===== config.mk =====
export PLATFORM = sky130hd
export DESIGN_NAME = mcu_spi_flat
export DESIGN_NICKNAME = d
export VERILOG_FILES = /design/src/rtl/mcu_spi_if.sv /design/src/rtl/mcu_spi.sv /design/src/flat_wrapper.sv
export SDC_FILE = /design/constraint.sdc
export NUM_CORES = 1
export LEC_CHECK = 0
export ABC_AREA = 1
export CAP_MARGIN = 5
export CORE_MARGIN = 5
export CORE_UTILIZATION = 50
export CTS_CLUSTER_DIAMETER = 80
export DETAILED_ROUTE_END_ITERATION = 16
export PLACE_DENSITY = 0.79
export REMOVE_ABC_BUFFERS = 1
export SYNTH_ARGS = -nofsm -noshare
export SYNTH_HDL_FRONTEND = slang
export SYNTH_SLANG_ARGS = --single-unit

===== constraint.sdc =====
create_clock -name clk -period 1.73 [get_ports clk]
set_clock_uncertainty 0.1 [all_clocks]
set_input_delay 0.173 -clock clk [delete_from_list [all_inputs] [get_ports clk]]
set_output_delay 0.173 -clock clk [all_outputs]
set_load 0.01 [all_outputs]

===== src/rtl/mcu_spi_if.sv =====
// Pins of the MCU SPI slave plus the byte bus towards the sys/hid/osd/sdc targets.
// slave: the bridge itself; master: whatever drives SPI and supplies target reply bytes.
interface mcu_spi_if;
  logic       spi_io_ss;
  logic       spi_io_clk;
  logic       spi_io_din;
  logic       spi_io_dout;
  logic       mcu_sys_strobe;
  logic       mcu_hid_strobe;
  logic       mcu_osd_strobe;
  logic       mcu_sdc_strobe;
  logic       mcu_start;
  logic [7:0] mcu_dout;
  logic [7:0] mcu_sys_din;
  logic [7:0] mcu_hid_din;
  logic [7:0] mcu_osd_din;
  logic [7:0] mcu_sdc_din;

  modport slave (
    input  spi_io_ss, spi_io_clk, spi_io_din,
    input  mcu_sys_din, mcu_hid_din, mcu_osd_din, mcu_sdc_din,
    output spi_io_dout, mcu_start, mcu_dout,
    output mcu_sys_strobe, mcu_hid_strobe, mcu_osd_strobe, mcu_sdc_strobe
  );

  modport master (
    output spi_io_ss, spi_io_clk, spi_io_din,
    output mcu_sys_din, mcu_hid_din, mcu_osd_din, mcu_sdc_din,
    input  spi_io_dout, mcu_start, mcu_dout,
    input  mcu_sys_strobe, mcu_hid_strobe, mcu_osd_strobe, mcu_sdc_strobe
  );
endinterface


===== src/rtl/mcu_spi.sv =====
// SPI mode-0 slave routing frames (target, command, payload) to four byte targets; strobe 3 clk after raw SCLK
// rise of bit 7, no backpressure (targets take every strobe). MCU_SPI_TIMEOUT_EN adds a 16-bit stall abort.
module mcu_spi (
  input  logic     clk,
  input  logic     reset,
  mcu_spi_if.slave bus
);
  typedef enum logic [1:0] {IDLE, TARGET, COMMAND, PAYLOAD} state_t;

  state_t     state, state_nxt;
  logic       ss_s1, ss_s2, ss_prev;
  logic       clk_s1, clk_s2, clk_s3;
  logic       din_s1, din_s2;
  logic [1:0] sync_vld;
  logic [2:0] bit_cnt;
  logic [6:0] shift_reg;
  logic [7:0] rx_byte, tgt_reg, tx_reg, sel_din, dout_r;
  logic [3:0] strobe_r;
  logic       start_r, ld_pend;
  logic       sclk_rise, sclk_fall, ss_fall, frame_start;
  logic       active, byte_done, abort, tgt_ok, timeout;

  always_ff @(posedge clk or posedge reset) begin
    if (reset) begin
      ss_s1    <= 1'b1;
      ss_s2    <= 1'b1;
      clk_s1   <= 1'b0;
      clk_s2   <= 1'b0;
      clk_s3   <= 1'b0;
      din_s1   <= 1'b0;
      din_s2   <= 1'b0;
      sync_vld <= 2'b00;
      ss_prev  <= 1'b0;
    end else begin
      ss_s1    <= bus.spi_io_ss;
      ss_s2    <= ss_s1;
      clk_s1   <= bus.spi_io_clk;
      clk_s2   <= clk_s1;
      clk_s3   <= clk_s2;
      din_s1   <= bus.spi_io_din;
      din_s2   <= din_s1;
      sync_vld <= {sync_vld[0], 1'b1};
      // Only a real sampled ss high arms frame start, so ss held low across reset stays ignored.
      ss_prev  <= ss_s2 & sync_vld[1];
    end
  end

  assign sclk_rise   = clk_s2 & ~clk_s3;
  assign sclk_fall   = ~clk_s2 & clk_s3;
  assign ss_fall     = ss_prev & ~ss_s2;
  assign active      = (state != IDLE);
  assign frame_start = (state == IDLE) & ss_fall;
  assign byte_done   = active & sclk_rise & (bit_cnt == 3'd7);
  assign rx_byte     = {shift_reg, din_s2};
  assign abort       = active & (ss_s2 | timeout);
  assign tgt_ok      = (tgt_reg[7:2] == 6'd0);

`ifdef MCU_SPI_TIMEOUT_EN
  logic [15:0] to_cnt;

  always_ff @(posedge clk or posedge reset) begin
    if (reset)
      to_cnt <= 16'd0;
    else if (ss_s2 | sclk_rise | sclk_fall)
      to_cnt <= 16'd0;
    else if (to_cnt != 16'hFFFF)
      to_cnt <= to_cnt + 16'd1;
  end

  assign timeout = ~ss_s2 & (to_cnt == 16'hFFFF);
`else
  assign timeout = 1'b0;
`endif

  always_comb begin
    sel_din = 8'h00;
    if (tgt_ok) begin
      case (tgt_reg[1:0])
        2'd0:    sel_din = bus.mcu_sys_din;
        2'd1:    sel_din = bus.mcu_hid_din;
        2'd2:    sel_din = bus.mcu_osd_din;
        default: sel_din = bus.mcu_sdc_din;
      endcase
    end
  end

  always_comb begin
    state_nxt = state;
    case (state)
      IDLE:    if (ss_fall)   state_nxt = TARGET;
      TARGET:  if (byte_done) state_nxt = COMMAND;
      COMMAND: if (byte_done) state_nxt = PAYLOAD;
      PAYLOAD: state_nxt = PAYLOAD;
      default: state_nxt = IDLE;
    endcase
    if (abort)
      state_nxt = IDLE;
  end

  always_ff @(posedge clk or posedge reset) begin
    if (reset)
      state <= IDLE;
    else
      state <= state_nxt;
  end

  always_ff @(posedge clk or posedge reset) begin
    if (reset) begin
      bit_cnt   <= 3'd0;
      shift_reg <= 7'd0;
      tgt_reg   <= 8'h00;
      tx_reg    <= 8'h00;
      strobe_r  <= 4'b0000;
      start_r   <= 1'b0;
      dout_r    <= 8'h00;
      ld_pend   <= 1'b0;
    end else begin
      strobe_r <= 4'b0000;
      start_r  <= 1'b0;
      ld_pend  <= byte_done;

      if (abort | frame_start)
        bit_cnt <= 3'd0;
      else if (active & sclk_rise) begin
        bit_cnt   <= bit_cnt + 3'd1;
        shift_reg <= rx_byte[6:0];
      end

      if (byte_done) begin
        if (state == TARGET)
          tgt_reg <= rx_byte;
        else if (tgt_ok) begin
          strobe_r <= 4'b0001 << tgt_reg[1:0];
          start_r  <= (state == COMMAND);
          dout_r   <= rx_byte;
        end
      end

      // The fall right after bit 7 must not shift: the reply byte is loaded around then and its MSB goes out first.
      if (frame_start)
        tx_reg <= 8'h00;
      else if (ld_pend)
        tx_reg <= sel_din;
      else if (active & sclk_fall & (bit_cnt != 3'd0))
        tx_reg <= {tx_reg[6:0], 1'b0};
    end
  end

  assign bus.spi_io_dout    = tx_reg[7] & ~ss_s2;
  assign bus.mcu_sys_strobe = strobe_r[0];
  assign bus.mcu_hid_strobe = strobe_r[1];
  assign bus.mcu_osd_strobe = strobe_r[2];
  assign bus.mcu_sdc_strobe = strobe_r[3];
  assign bus.mcu_start      = start_r;
  assign bus.mcu_dout       = dout_r;
endmodule


===== src/flat_wrapper.sv =====
// flat-port wrapper written by rule: the top's interface ports become plain ports
module mcu_spi_flat 
  (clk, reset, bus_spi_io_ss, bus_spi_io_clk, bus_spi_io_din, bus_mcu_sys_din, bus_mcu_hid_din, bus_mcu_osd_din, bus_mcu_sdc_din, bus_spi_io_dout, bus_mcu_start, bus_mcu_dout, bus_mcu_sys_strobe, bus_mcu_hid_strobe, bus_mcu_osd_strobe, bus_mcu_sdc_strobe);
  mcu_spi_if bus_i ();
  input  logic clk;
  input  logic reset;
  input wire logic [$bits(bus_i.spi_io_ss)-1:0] bus_spi_io_ss;
  input wire logic [$bits(bus_i.spi_io_clk)-1:0] bus_spi_io_clk;
  input wire logic [$bits(bus_i.spi_io_din)-1:0] bus_spi_io_din;
  input wire logic [$bits(bus_i.mcu_sys_din)-1:0] bus_mcu_sys_din;
  input wire logic [$bits(bus_i.mcu_hid_din)-1:0] bus_mcu_hid_din;
  input wire logic [$bits(bus_i.mcu_osd_din)-1:0] bus_mcu_osd_din;
  input wire logic [$bits(bus_i.mcu_sdc_din)-1:0] bus_mcu_sdc_din;
  output wire logic [$bits(bus_i.spi_io_dout)-1:0] bus_spi_io_dout;
  output wire logic [$bits(bus_i.mcu_start)-1:0] bus_mcu_start;
  output wire logic [$bits(bus_i.mcu_dout)-1:0] bus_mcu_dout;
  output wire logic [$bits(bus_i.mcu_sys_strobe)-1:0] bus_mcu_sys_strobe;
  output wire logic [$bits(bus_i.mcu_hid_strobe)-1:0] bus_mcu_hid_strobe;
  output wire logic [$bits(bus_i.mcu_osd_strobe)-1:0] bus_mcu_osd_strobe;
  output wire logic [$bits(bus_i.mcu_sdc_strobe)-1:0] bus_mcu_sdc_strobe;
  assign bus_i.spi_io_ss = bus_spi_io_ss;
  assign bus_i.spi_io_clk = bus_spi_io_clk;
  assign bus_i.spi_io_din = bus_spi_io_din;
  assign bus_i.mcu_sys_din = bus_mcu_sys_din;
  assign bus_i.mcu_hid_din = bus_mcu_hid_din;
  assign bus_i.mcu_osd_din = bus_mcu_osd_din;
  assign bus_i.mcu_sdc_din = bus_mcu_sdc_din;
  assign bus_spi_io_dout = bus_i.spi_io_dout;
  assign bus_mcu_start = bus_i.mcu_start;
  assign bus_mcu_dout = bus_i.mcu_dout;
  assign bus_mcu_sys_strobe = bus_i.mcu_sys_strobe;
  assign bus_mcu_hid_strobe = bus_i.mcu_hid_strobe;
  assign bus_mcu_osd_strobe = bus_i.mcu_osd_strobe;
  assign bus_mcu_sdc_strobe = bus_i.mcu_sdc_strobe;
  mcu_spi u_core (.clk(clk), .reset(reset), .bus(bus_i));
endmodule

==> out/qor.yml <==
period_minus_slack_ps: 1640
netlist_area_um2: 2410
numPlacedInstances: 382
finalMaxSlewViolations: 0
drc: 0
grt_setup_unrepaired: "no"
grt_overflow: 0
yosysWarnings: 0
synthSimpleGateAreaFrac: 0.298
critPathKind: "reg2out"
drv_cap: 0
drive_gt1_frac: 0.145
async_flop_share: 1.00
vias: 1941
synth.mux.area_fraction: 0
post-route-period-util: 0.946
clock-root-buffer: "clkbuf_8"
clock_path_buffers: 2
synthXorXnorAreaFrac: 0
core-area_um2: 4690
route.final.wire_length_um: 5240
routedLengthMet1_um: 2350
hp-class: "in2async"
grt_first_pass_wirelength_um: 8800
gp_congestion: 0.799
critPathMaxFanout: 3
synth_common_cells: "95 x nand2_1, 50 x dfrtp_1, 29 x nand3_1, 21 x inv_1, 21 x o21ai_0"
ys_ff_latch: 52
die_area_um2: 6320
nNetsFinal: 376
power_leakage_nw: 1.51
io_buffers: 50
chipWidth_um: 79.5
critPathLaunch: "u_core.ss_s2"
n_antenna_cell: 0
synth.most_common_cell: "nand2_1"
clock.fmax_mhz: 611
synthAdderAreaFrac: 0.0155
synthTopCellsByArea: "dfrtp_1 52%, nand2_1 15%, nand3_1 6.0%, o21ai_0 4.4%, inv_1 3.3%"
fin_setup_tns_ps: 0
fin_worst_hold_slack_ps: 20.3
ios: 51
required_ps: 1460
antenna_found_initial: 0
wl_per_cell_um: 13.4
wl_met3_um: 422
yosysSeqAreaShare: 0.540
drtIter0Drc: 103
die_h_um: 79.5
wl_met2_um: 2400
rr_startpoint: "u_core.bit_cnt[0]"
startpoint_type: "register"
grt.total_usage: 0.177
cts.sink_count: 52
synthFlopType: "dfrtp_1"
synth_top_family_by_area: "simple AND/OR/NAND/NOR gates"
setup_slack_ps: 92.6
start_util: 0.515
syn_inst: 277
synth_cell_types: 28
grt_max_degree: 30
powerDensity_nw_per_um2: 848
status: "complete, no violations"
syn_avg_cell_area_um2: 8.72
finalHoldViolations: 0
h-tree-depth: 2
clkLatencyLatePin_ps: 310
ant_nets: 0
synth_compound_area_frac: 0.0803
top_layer_used: "met4"
grt_pass1_vias: 1835
cts.clk_slew.worst_paths_ps: 100
cts_tree: "done"
via_per_inst: 4.96
detailedPlace.worstSlack_ps: 198
syn_to_final_growth_pct: 29.0
ir_drop_mv: 0.648
rows: 25
synth_edf_count: 0
cts_buffers: 5
first_pass_iters: 4
dpl.hpwl_um: 3860
crit_path_end_kind: "output port"
yosysTopAreaCell: "dfrtp_1"
final_cells: 391
cp_data_arrival_time_ps: 1360
yosysTopAreaCellShare: 0.518
setup_viol: 0
cell usage in the layout, fill, tap and decap left out, drive strengths merged:
cell type / synthesis / routed
nand2: 99 / 99
clkdlybuf4s50: 0 / 50
dfrtp: 50 / 50
nand3: 30 / 30
o21ai: 28 / 28
inv: 24 / 24
nor2: 17 / 17
buf: 6 / 8
or2: 7 / 7
clkbuf: 0 / 7
a21oi: 4 / 4
ha: 3 / 3
nor3: 3 / 3
clkinv: 2 / 2
dfstp: 2 / 2
o21a: 1 / 1
bufinv: 0 / 1
conb: 1 / 1
final timing paths:
path,endpoint,slack (ps),cells past startpoint
max in group asynchronous,u_core.ss_s2,970,3
min,u_core.strobe_r[2],20,2
max reg2reg,u_core.bus.mcu_dout[0],190,7
min in group clk,u_core.ss_s1,180,1
max,bus_spi_io_dout,90,2
min reg2reg,u_core.sync_vld[1],250,0
per-stage QoR:
stage	instance area, µm²	total power, mW	utilization
floorplan	2360	1.66	-
global placement	3000	1.82	0.639
detailed placement	3000	1.84	0.639
CTS	3100	2.65	0.661
global route	3120	2.78	0.664
finish	3120	2.64	0.664
critical path: stages (launching register included):
cell	delay [ps]
dfstp_2	550
nor2_1	50
clkdlybuf4s50_1	470
logic make-up (layout without fill, tap and decap cells):
| family | count (synthesis) | in the layout |
|---|---|---|
| buf+inv | 32 | 92 |
| flops | 52 | 52 |
| simple gates | 156 | 156 |
| other cells | 1 | 1 |
| fa+ha+maj | 3 | 3 |
| compound gates | 33 | 33 |
power by group:
part           total [mW]  internal [mW]  switching, mW
Sequential           1.38           1.31         0.0657
Combinational       0.441          0.186          0.255
Clock               0.820          0.433          0.386
Total                2.64           1.93          0.707
layout make-up:
type / count / area [µm²]
well taps: 54 / 67.6
clock buffers: 7 / 76.3
repair buffers: 58 / 573
multi-input cells: 193 / 960
inverters: 26 / 105
clock inverters: 1 / 30.0
flip-flops and latches: 52 / 1300
fillers: 389 / 1580
repair_timing:
| item | 4_1_cts | 5_1_grt |
|---|---|---|
| endpoints found under the setup margin | 0 | 2 |
| hold buffers | 0 | 0 |
| gates resized for setup | 0 | 1 |
| buffers inserted | 0 | 1 |
per-layer routing:
metal	GRT usage	up-vias
met2	0.280	51
met5	0	-
li1	-	989
met4	0.0567	0
met3	0.0485	5
met1	0.236	896
(Power assumes the default switching activity.)
